File: src/rtl/ssd_scanner.sv
// Multiplexed seven-segment display scanner with frame-synchronous data commit and PWM dimming.
// Optional macro SSD_BLINK_EN adds a per-digit blink mask driven by a 64-frame counter.
module ssd_scanner #(
    parameter int NUM_DIGITS = 8,
    parameter int CLK_PER    = 10,
    parameter int REFR_RATE  = 1000,
    parameter int BRIGHT_W   = 4
) (
    input  logic                    Clk,
    input  logic                    Reset_n,
    input  logic [4*NUM_DIGITS-1:0] digits,
    input  logic [NUM_DIGITS-1:0]   dp,
    input  logic [NUM_DIGITS-1:0]   blank,
`ifdef SSD_BLINK_EN
    input  logic [NUM_DIGITS-1:0]   blink,
`endif
    input  logic                    load,
    input  logic [BRIGHT_W-1:0]     brightness,
    output logic [NUM_DIGITS-1:0]   anode,
    output logic [7:0]              cathode,
    output logic                    frame_done
);

    localparam longint FRAME_DIV   = longint'(CLK_PER) * longint'(REFR_RATE) * longint'(NUM_DIGITS);
    localparam longint TICKS_RAW   = 64'sd1000000000 / FRAME_DIV;
    localparam int     DIGIT_TICKS = (TICKS_RAW < 64'sd1) ? 1 : int'(TICKS_RAW);
    localparam int     TICK_W      = (DIGIT_TICKS > 1) ? $clog2(DIGIT_TICKS) : 1;
    localparam int     IDX_W       = (NUM_DIGITS > 1) ? $clog2(NUM_DIGITS) : 1;

    function automatic logic [7:0] seg_decode(input logic [3:0] hex, input logic point);
        logic [7:0] seg;
        seg = 8'hFF;
        case (hex)
            4'h0: seg = 8'hC0;
            4'h1: seg = 8'hF9;
            4'h2: seg = 8'hA4;
            4'h3: seg = 8'hB0;
            4'h4: seg = 8'h99;
            4'h5: seg = 8'h92;
            4'h6: seg = 8'h82;
            4'h7: seg = 8'hF8;
            4'h8: seg = 8'h80;
            4'h9: seg = 8'h90;
            4'hA: seg = 8'h88;
            4'hB: seg = 8'h83;
            4'hC: seg = 8'hC6;
            4'hD: seg = 8'hA1;
            4'hE: seg = 8'h86;
            4'hF: seg = 8'h8E;
            default: seg = 8'hFF;
        endcase
        if (point) seg[7] = 1'b0;
        return seg;
    endfunction

    logic [TICK_W-1:0]       tick;
    logic [IDX_W-1:0]        idx;
    logic [BRIGHT_W-1:0]     pwm;
    logic [4*NUM_DIGITS-1:0] act_digits, stg_digits;
    logic [NUM_DIGITS-1:0]   act_dp, stg_dp;
    logic [NUM_DIGITS-1:0]   act_blank, stg_blank;
    logic                    pending;

    logic       slot_end;
    logic       wrap;
    logic       pwm_on;
    logic       digit_on;
    logic [3:0] nibble;

`ifdef SSD_BLINK_EN
    logic [5:0] frame_cnt;

    always_ff @(posedge Clk) begin
        if (!Reset_n) begin
            frame_cnt <= '0;
        end else if (wrap) begin
            frame_cnt <= frame_cnt + 6'd1;
        end
    end
`endif

    always_comb begin
        slot_end = (tick == TICK_W'(DIGIT_TICKS - 1));
        wrap     = slot_end && (idx == IDX_W'(NUM_DIGITS - 1));
        // All-ones brightness means fully on; zero never lights because pwm < 0 is impossible.
        pwm_on   = (brightness == '1) || (pwm < brightness);
        nibble   = act_digits[4*idx +: 4];
        digit_on = pwm_on && !act_blank[idx];
`ifdef SSD_BLINK_EN
        if (blink[idx] && frame_cnt[5]) digit_on = 1'b0;
`endif
    end

    // Scan timing: slot tick counter, digit index and free-running PWM counter
    always_ff @(posedge Clk) begin
        if (!Reset_n) begin
            tick <= '0;
            idx  <= '0;
            pwm  <= '0;
        end else begin
            pwm <= pwm + 1'b1;
            if (slot_end) begin
                tick <= '0;
                idx  <= (idx == IDX_W'(NUM_DIGITS - 1)) ? '0 : idx + 1'b1;
            end else begin
                tick <= tick + 1'b1;
            end
        end
    end

    // Staging/active double buffer; the active copy only changes on a frame wrap so a
    // frame is never drawn with a mix of old and new data.
    always_ff @(posedge Clk) begin
        if (!Reset_n) begin
            act_digits <= '0;
            act_dp     <= '0;
            act_blank  <= '0;
            stg_digits <= '0;
            stg_dp     <= '0;
            stg_blank  <= '0;
            pending    <= 1'b0;
        end else begin
            if (wrap && pending) begin
                act_digits <= stg_digits;
                act_dp     <= stg_dp;
                act_blank  <= stg_blank;
            end
            if (load) begin
                stg_digits <= digits;
                stg_dp     <= dp;
                stg_blank  <= blank;
                pending    <= 1'b1;
            end else if (wrap) begin
                pending    <= 1'b0;
            end
        end
    end

    // Output stage: one cycle behind the scan state
    always_ff @(posedge Clk) begin
        if (!Reset_n) begin
            anode      <= '1;
            cathode    <= 8'hFF;
            frame_done <= 1'b0;
        end else begin
            frame_done <= wrap;
            anode      <= digit_on ? ~(NUM_DIGITS'(1) << idx) : '1;
            cathode    <= digit_on ? seg_decode(nibble, act_dp[idx]) : 8'hFF;
        end
    end

endmodule

File: config.mk
export PLATFORM = sky130hd
export DESIGN_NAME = ssd_scanner
export DESIGN_NICKNAME = d
export VERILOG_FILES = /design/src/rtl/ssd_scanner.sv
export SDC_FILE = /design/constraint.sdc
export NUM_CORES = 1
export LEC_CHECK = 0
export CORE_MARGIN = 1
export CORE_UTILIZATION = 51
export CTS_BUF_LIST = sky130_fd_sc_hd__clkbuf_2
export DETAILED_ROUTE_END_ITERATION = 8
export PLACE_DENSITY = 0.83
export SETUP_SLACK_MARGIN = 0.1
export SYNTH_ARGS = -nofsm -noshare
export SYNTH_HDL_FRONTEND = slang
export SYNTH_SLANG_ARGS = --single-unit
File: constraint.sdc
create_clock -name Clk -period 2.3 [get_ports Clk]
set_input_delay 0.46 -clock Clk [delete_from_list [all_inputs] [get_ports Clk]]
set_output_delay 0.46 -clock Clk [all_outputs]
set_load 0.02 [all_outputs]
; ---- Word level (Yosys, flattened, before mapping)
; Memory sizes are Yosys's and may differ from the RTL's. A register that Yosys moved wholly into a read port is not among the register bits.
; Cells that the tools add are included.
[totals]
regBits = 135
romBits = 112
inputBits = 55
output_inout_bits = 17
wordCells = 43
n_memories = 1
[classes]
n_addsub = 3
n_lt_le_gt_ge = 2
eq_ne = 3
shifts = 2
muxes = 8
bitwise_logic = 2
n_reduce_logical = 9
[mem_list]
columns = memory, words, width, read_ports, rd_clocked_by_memory_dff, write_ports, line
row1 = (no name shown), 16, 7, 1, 1, 0, 33  ; case (hex)
[op_table]
columns = operator, count
row1 = 32-bit by 6-bit variable part select with 4-bit output, 1
row2 = 14-bit by 1-bit adder with 14-bit output (second input constant), 1
row3 = 14-bit equality test (second input constant), 1
row4 = 8-bit inverter, 1
row5 = 1-bit by 3-bit << shifter with 8-bit output (first input constant), 1
row6 = 1-bit binary-select mux with 3-bit select, 2
row7 = 1-bit two-way mux, 5
row8 = 4-bit by 1-bit adder with 4-bit output (second input constant), 1
row9 = 4-bit equality test (second input constant), 1
row10 = 3-bit by 4-bit less-than comparator with 1-bit output (second input constant), 1
row11 = 4-bit less-than comparator, 1
row12 = 3-bit by 1-bit adder with 3-bit output (second input constant), 1
row13 = 3-bit equality test (second input constant), 1
row14 = 1-bit logical AND, 3
row15 = 3-bit two-way mux, 1
row16 = 1-bit zero test, 2
row17 = 2-bit AND reduction, 1
row18 = 2-bit nonzero test, 1
row19 = 2-bit OR reduction, 1
row20 = 1-bit logical OR, 1
row21 = 1-bit inverter, 1

; ---- Longest topological paths before layout
; Gate-level depths: netlist (run 1).
[logic_depth]
depth_word = 6
mapped_depth = 9
depth_no_buf = 7

; ---- Least setup slack after synthesis (run 1)
; No wires, ideal clock.
[synth_timing]
kind = reg2reg
startpoint = register idx[0]
endpoint = register cathode[3]
setup_ns = 0.131
t_arrival_ns = 2.071
setup_slack_ns = 0.098
path_stages_with_launch = 10
cell_sequence = dfxtp_1 -> buf_6 -> buf_8 -> mux4_1 -> mux2i_2 -> inv_1 -> ha_1 -> mux2i_1 -> and2_0 -> o21ai_1
[synth_via]
elab_chain_len = 6
word_cells_on_any_way = 7
[synth_rtl]
columns = item, line
row1 = "start, declared", 57  ; logic [IDX_W-1:0] idx;
row2 = "start signal, assigned", 104  ; idx <= (idx == IDX_W'(NUM_DIGITS - 1)) ? '0 : idx + 1'b1;
row3 = 1-bit binary-select mux with 3-bit select, 88  ; digit_on = pwm_on && !act_blank[idx];
row4 = 1-bit two-way mux (implied by the code), 88
row5 = 1-bit zero test, 88
row6 = 1-bit logical AND, 88
row7 = 2-bit AND reduction (no line), -
row8 = 1-bit zero test (no line), -
row9 = "end, declared", 20  ; output logic [7:0] cathode,
; Several ways; a longest one is shown, not always the timed one. The select of a mux whose other input is x is not followed.
; A chain may end at the register's enable or synchronous reset.

; ---- Worst setup path in the final report (run 1)
[layout_timing]
startpoint = register cathode[5]
endpoint = output port cathode[5]
; No word-level cell between the ends.

==> run summary, run 1 <==
H-Tree Depth: 4
CP required: 1.84 ns
CTS Hold Bufs: 0
Number of remaining DRC errors: 0
Initial core utilization: 52.7%
Port Buffer Count: 71
CP max stage delay: 0.60 ns
PD cells: 673 mW/mm^2
Mapped Avg Cell Area: 9.57 um^2
Most common cell after layout, fill and taps aside: dfxtp_1
Core area: 0.0104 mm^2
Die area: 0.0111 mm^2
CP Cell Sequence: clkdlybuf4s50_1
Via count: 4130
RSZ-0062 raised after global routing: false
Post-synthesis register bit count: 135
CP Buf/Inv Count: 1
Vert. Die Dim: 106 um
Slowest-stage cell, CP: clkdlybuf4s50_1
Ys flop type: dfxtp_1
Slew headroom: 69.8%
Die width: 106 um
Postcts setup bufs: 0
Placed cell areas: 0.00632 mm^2
Critical path's top delay family: buffers and inverters
Pin count of the biggest net entering global routing: 50
CP arrival: 1.64 ns
YS warnings: 0
First-pass GRT wire length: 18800 um
Mapped Cells: 571
Routed WL: 11100 um
Antenna Nets Post-Route: 0
CTS sink cnt: 135
DP HPWL: 7770 um
Via density: 5.23
Post-Place Cells: 758
Register area share after synthesis: 49.5%
CTS root buf: clkbuf_2
Initial detailed-routing violation count: 195
Vias in the first global route: 4169
GPL Wtd Cong: 0.814
Hold Crit Class: input port to flip-flop
# setup viols final: 0
Clk buf depth: 2
# diodes: 0
Grt total ovfl: 0
WL/cell: 14.1 um
Post-cts resize count: 1
Gr usage total: 21.2%
Static Leak: 2.63 nW
Startpoint types: flip-flop
Nets: 712
Total CTS buffers: 17
Setup ws final: 0.197 ns
Worst setup EP type: output pin
Min Hold Slack: 0.334 ns
Status: completed
Peak supply drop: 0.000389 V
Fmax: 476 MHz
Initial antenna violation count: 0
Most frequent cells in the layout: dfxtp_1, nand2_1, nor2_1, clkdlybuf4s50_1, a21oi_1
Max-Cap Viols: 0
Final Max Tran Viols: 0
Final Hold Fails: 0
Clk Latency, worst-skew pair: 0.69 ns
CP max FO: 1
Synth cell types: 46
Pwr Total: 4.45 mW
Setup Skew: 0.0280 ns
Reg clk slew, reported paths: 0.21 ns
Final cycle utilization of the critical path: 91.4%
TritonRoute pass-1 iters: 5
Syn nets: 642
Design Area, Final: 0.00662 mm^2
Crit path kind: flip-flop to output pin
EDFF count, synth: 0
CTS tree: done
Row count: 37
IO Pins: 72
Ys async rst share: 0%
Final std cells w/o fill: 790
Minimum clock period: 2.10 ns
Mapped cell area: 0.00546 mm^2
Syn-to-layout area delta: 21.2%
Share of post-route cells with drive strength above 1: 10.1%
Place WS: -0.0981 ns
Slew @ Worst Pin: 0.449 ns
## per-stage QoR
step | TNS (ns) | utilization (%)
global route | 0 | 63.9
floorplan | 0 | -
detailed placement | -0.519 | 60.9
global placement | -0.0161 | 60.9
CTS | 0 | 63.8
finish | 0 | 63.9
## Yosys cell counts (all sizes together), types with 2 or more instances
cell type	count	area (um^2)
clkbuf	12	45.0
nand2b	3	26.3
mux2	3	33.8
and3	6	37.5
and2	2	12.5
nand2	117	442
a21oi	53	265
o211ai	4	35.0
xnor2	5	43.8
o21ai	4	20.0
nand3	13	65.1
inv	12	45.0
nor2	72	270
xor2	8	70.1
ha	16	200
mux2i	54	557
buf	22	139
nand4	3	18.8
dfxtp	135	2700
mux4	12	289
a211oi	3	22.5
## state kept, by name, indices dropped and copies added, names as in the netlist
name / cells
pwm: 4
idx: 3
stg_digits: 32
frame_done: 1
act_blank: 8
stg_dp: 8
cathode: 8
stg_blank: 8
tick: 14
anode: 8
act_digits: 32
act_dp: 8
pending: 1
## worst paths after layout
| kind | startpoint | endpoint | slack [ns] | cells after the start |
|---|---|---|---|---|
| min | load | stg_blank[4]$_SDFFE_PN0P_ | 0.33 | 4 |
| max reg2reg | idx[0]$_SDFFE_PN0N_ | cathode[3]$_SDFF_PN1_ | 0.24 | 7 |
| max | cathode[5]$_SDFF_PN1_ | cathode[5] | 0.20 | 1 |
| min reg2reg | tick[0]$_SDFF_PP0_ | tick[0]$_SDFF_PP0_ | 0.46 | 1 |
## cell families (layout without fill, tap and decap cells)
group	count (synthesis)	count (layout)	synth area share (%)
compound gates	68	68	7.19
xor+xnor	13	13	2.08
fa+ha+maj	16	16	3.66
buf+inv	46	129	4.19
flops	135	135	49.5
mux	69	69	16.1
simple gates	224	224	17.3
## report_power, final
part | switching (mW) | internal [mW] | leakage (nW)
clock network | 0.860 | 0.811 | 0.173
registers | 0.0414 | 2.41 | 1.10
logic | 0.142 | 0.187 | 1.36
total | 1.04 | 3.41 | 2.63
## per-layer routing
metal / track usage, % / share of wire (%)
met5: 0 / 0
met1: 25.6 / 43
met3: 5.32 / 4.7
met2: 37.1 / 51
met4: 6.35 / 0.89
## layout make-up
cell class	instances	area (um^2)
Multi-Input combinational cell	390	2540
Clock buffer	17	85.1
Clock inverter	15	208
Sequential cell	135	2710
Inverter	12	45.0
Timing Repair Buffer	85	865
Tap cell	136	170
Fill cell	853	3750
(Power assumes the default switching activity.)
==> inputs of run 2 (changes only) <==
==> constraint.sdc (replaced) <==
create_clock -name Clk -period 2.3 [get_ports Clk]
set_input_delay 0.46 -clock Clk [delete_from_list [all_inputs] [get_ports Clk]]
set_output_delay 0.46 -clock Clk [all_outputs]
set_load 0.005 [all_outputs]
==> results of run 2 <==
The final DEF is identical to that of run 1. Status: completed.
Main changes from that run: setup slack after layout 0.197 ns -> 0.242 ns; start point of the critical path cathode[5]$_SDFF_PN1_ -> idx[0]$_SDFFE_PN0N_; end point of the critical path cathode[5] -> cathode[3]$_SDFF_PN1_; total power 4.45 mW -> 4.44 mW
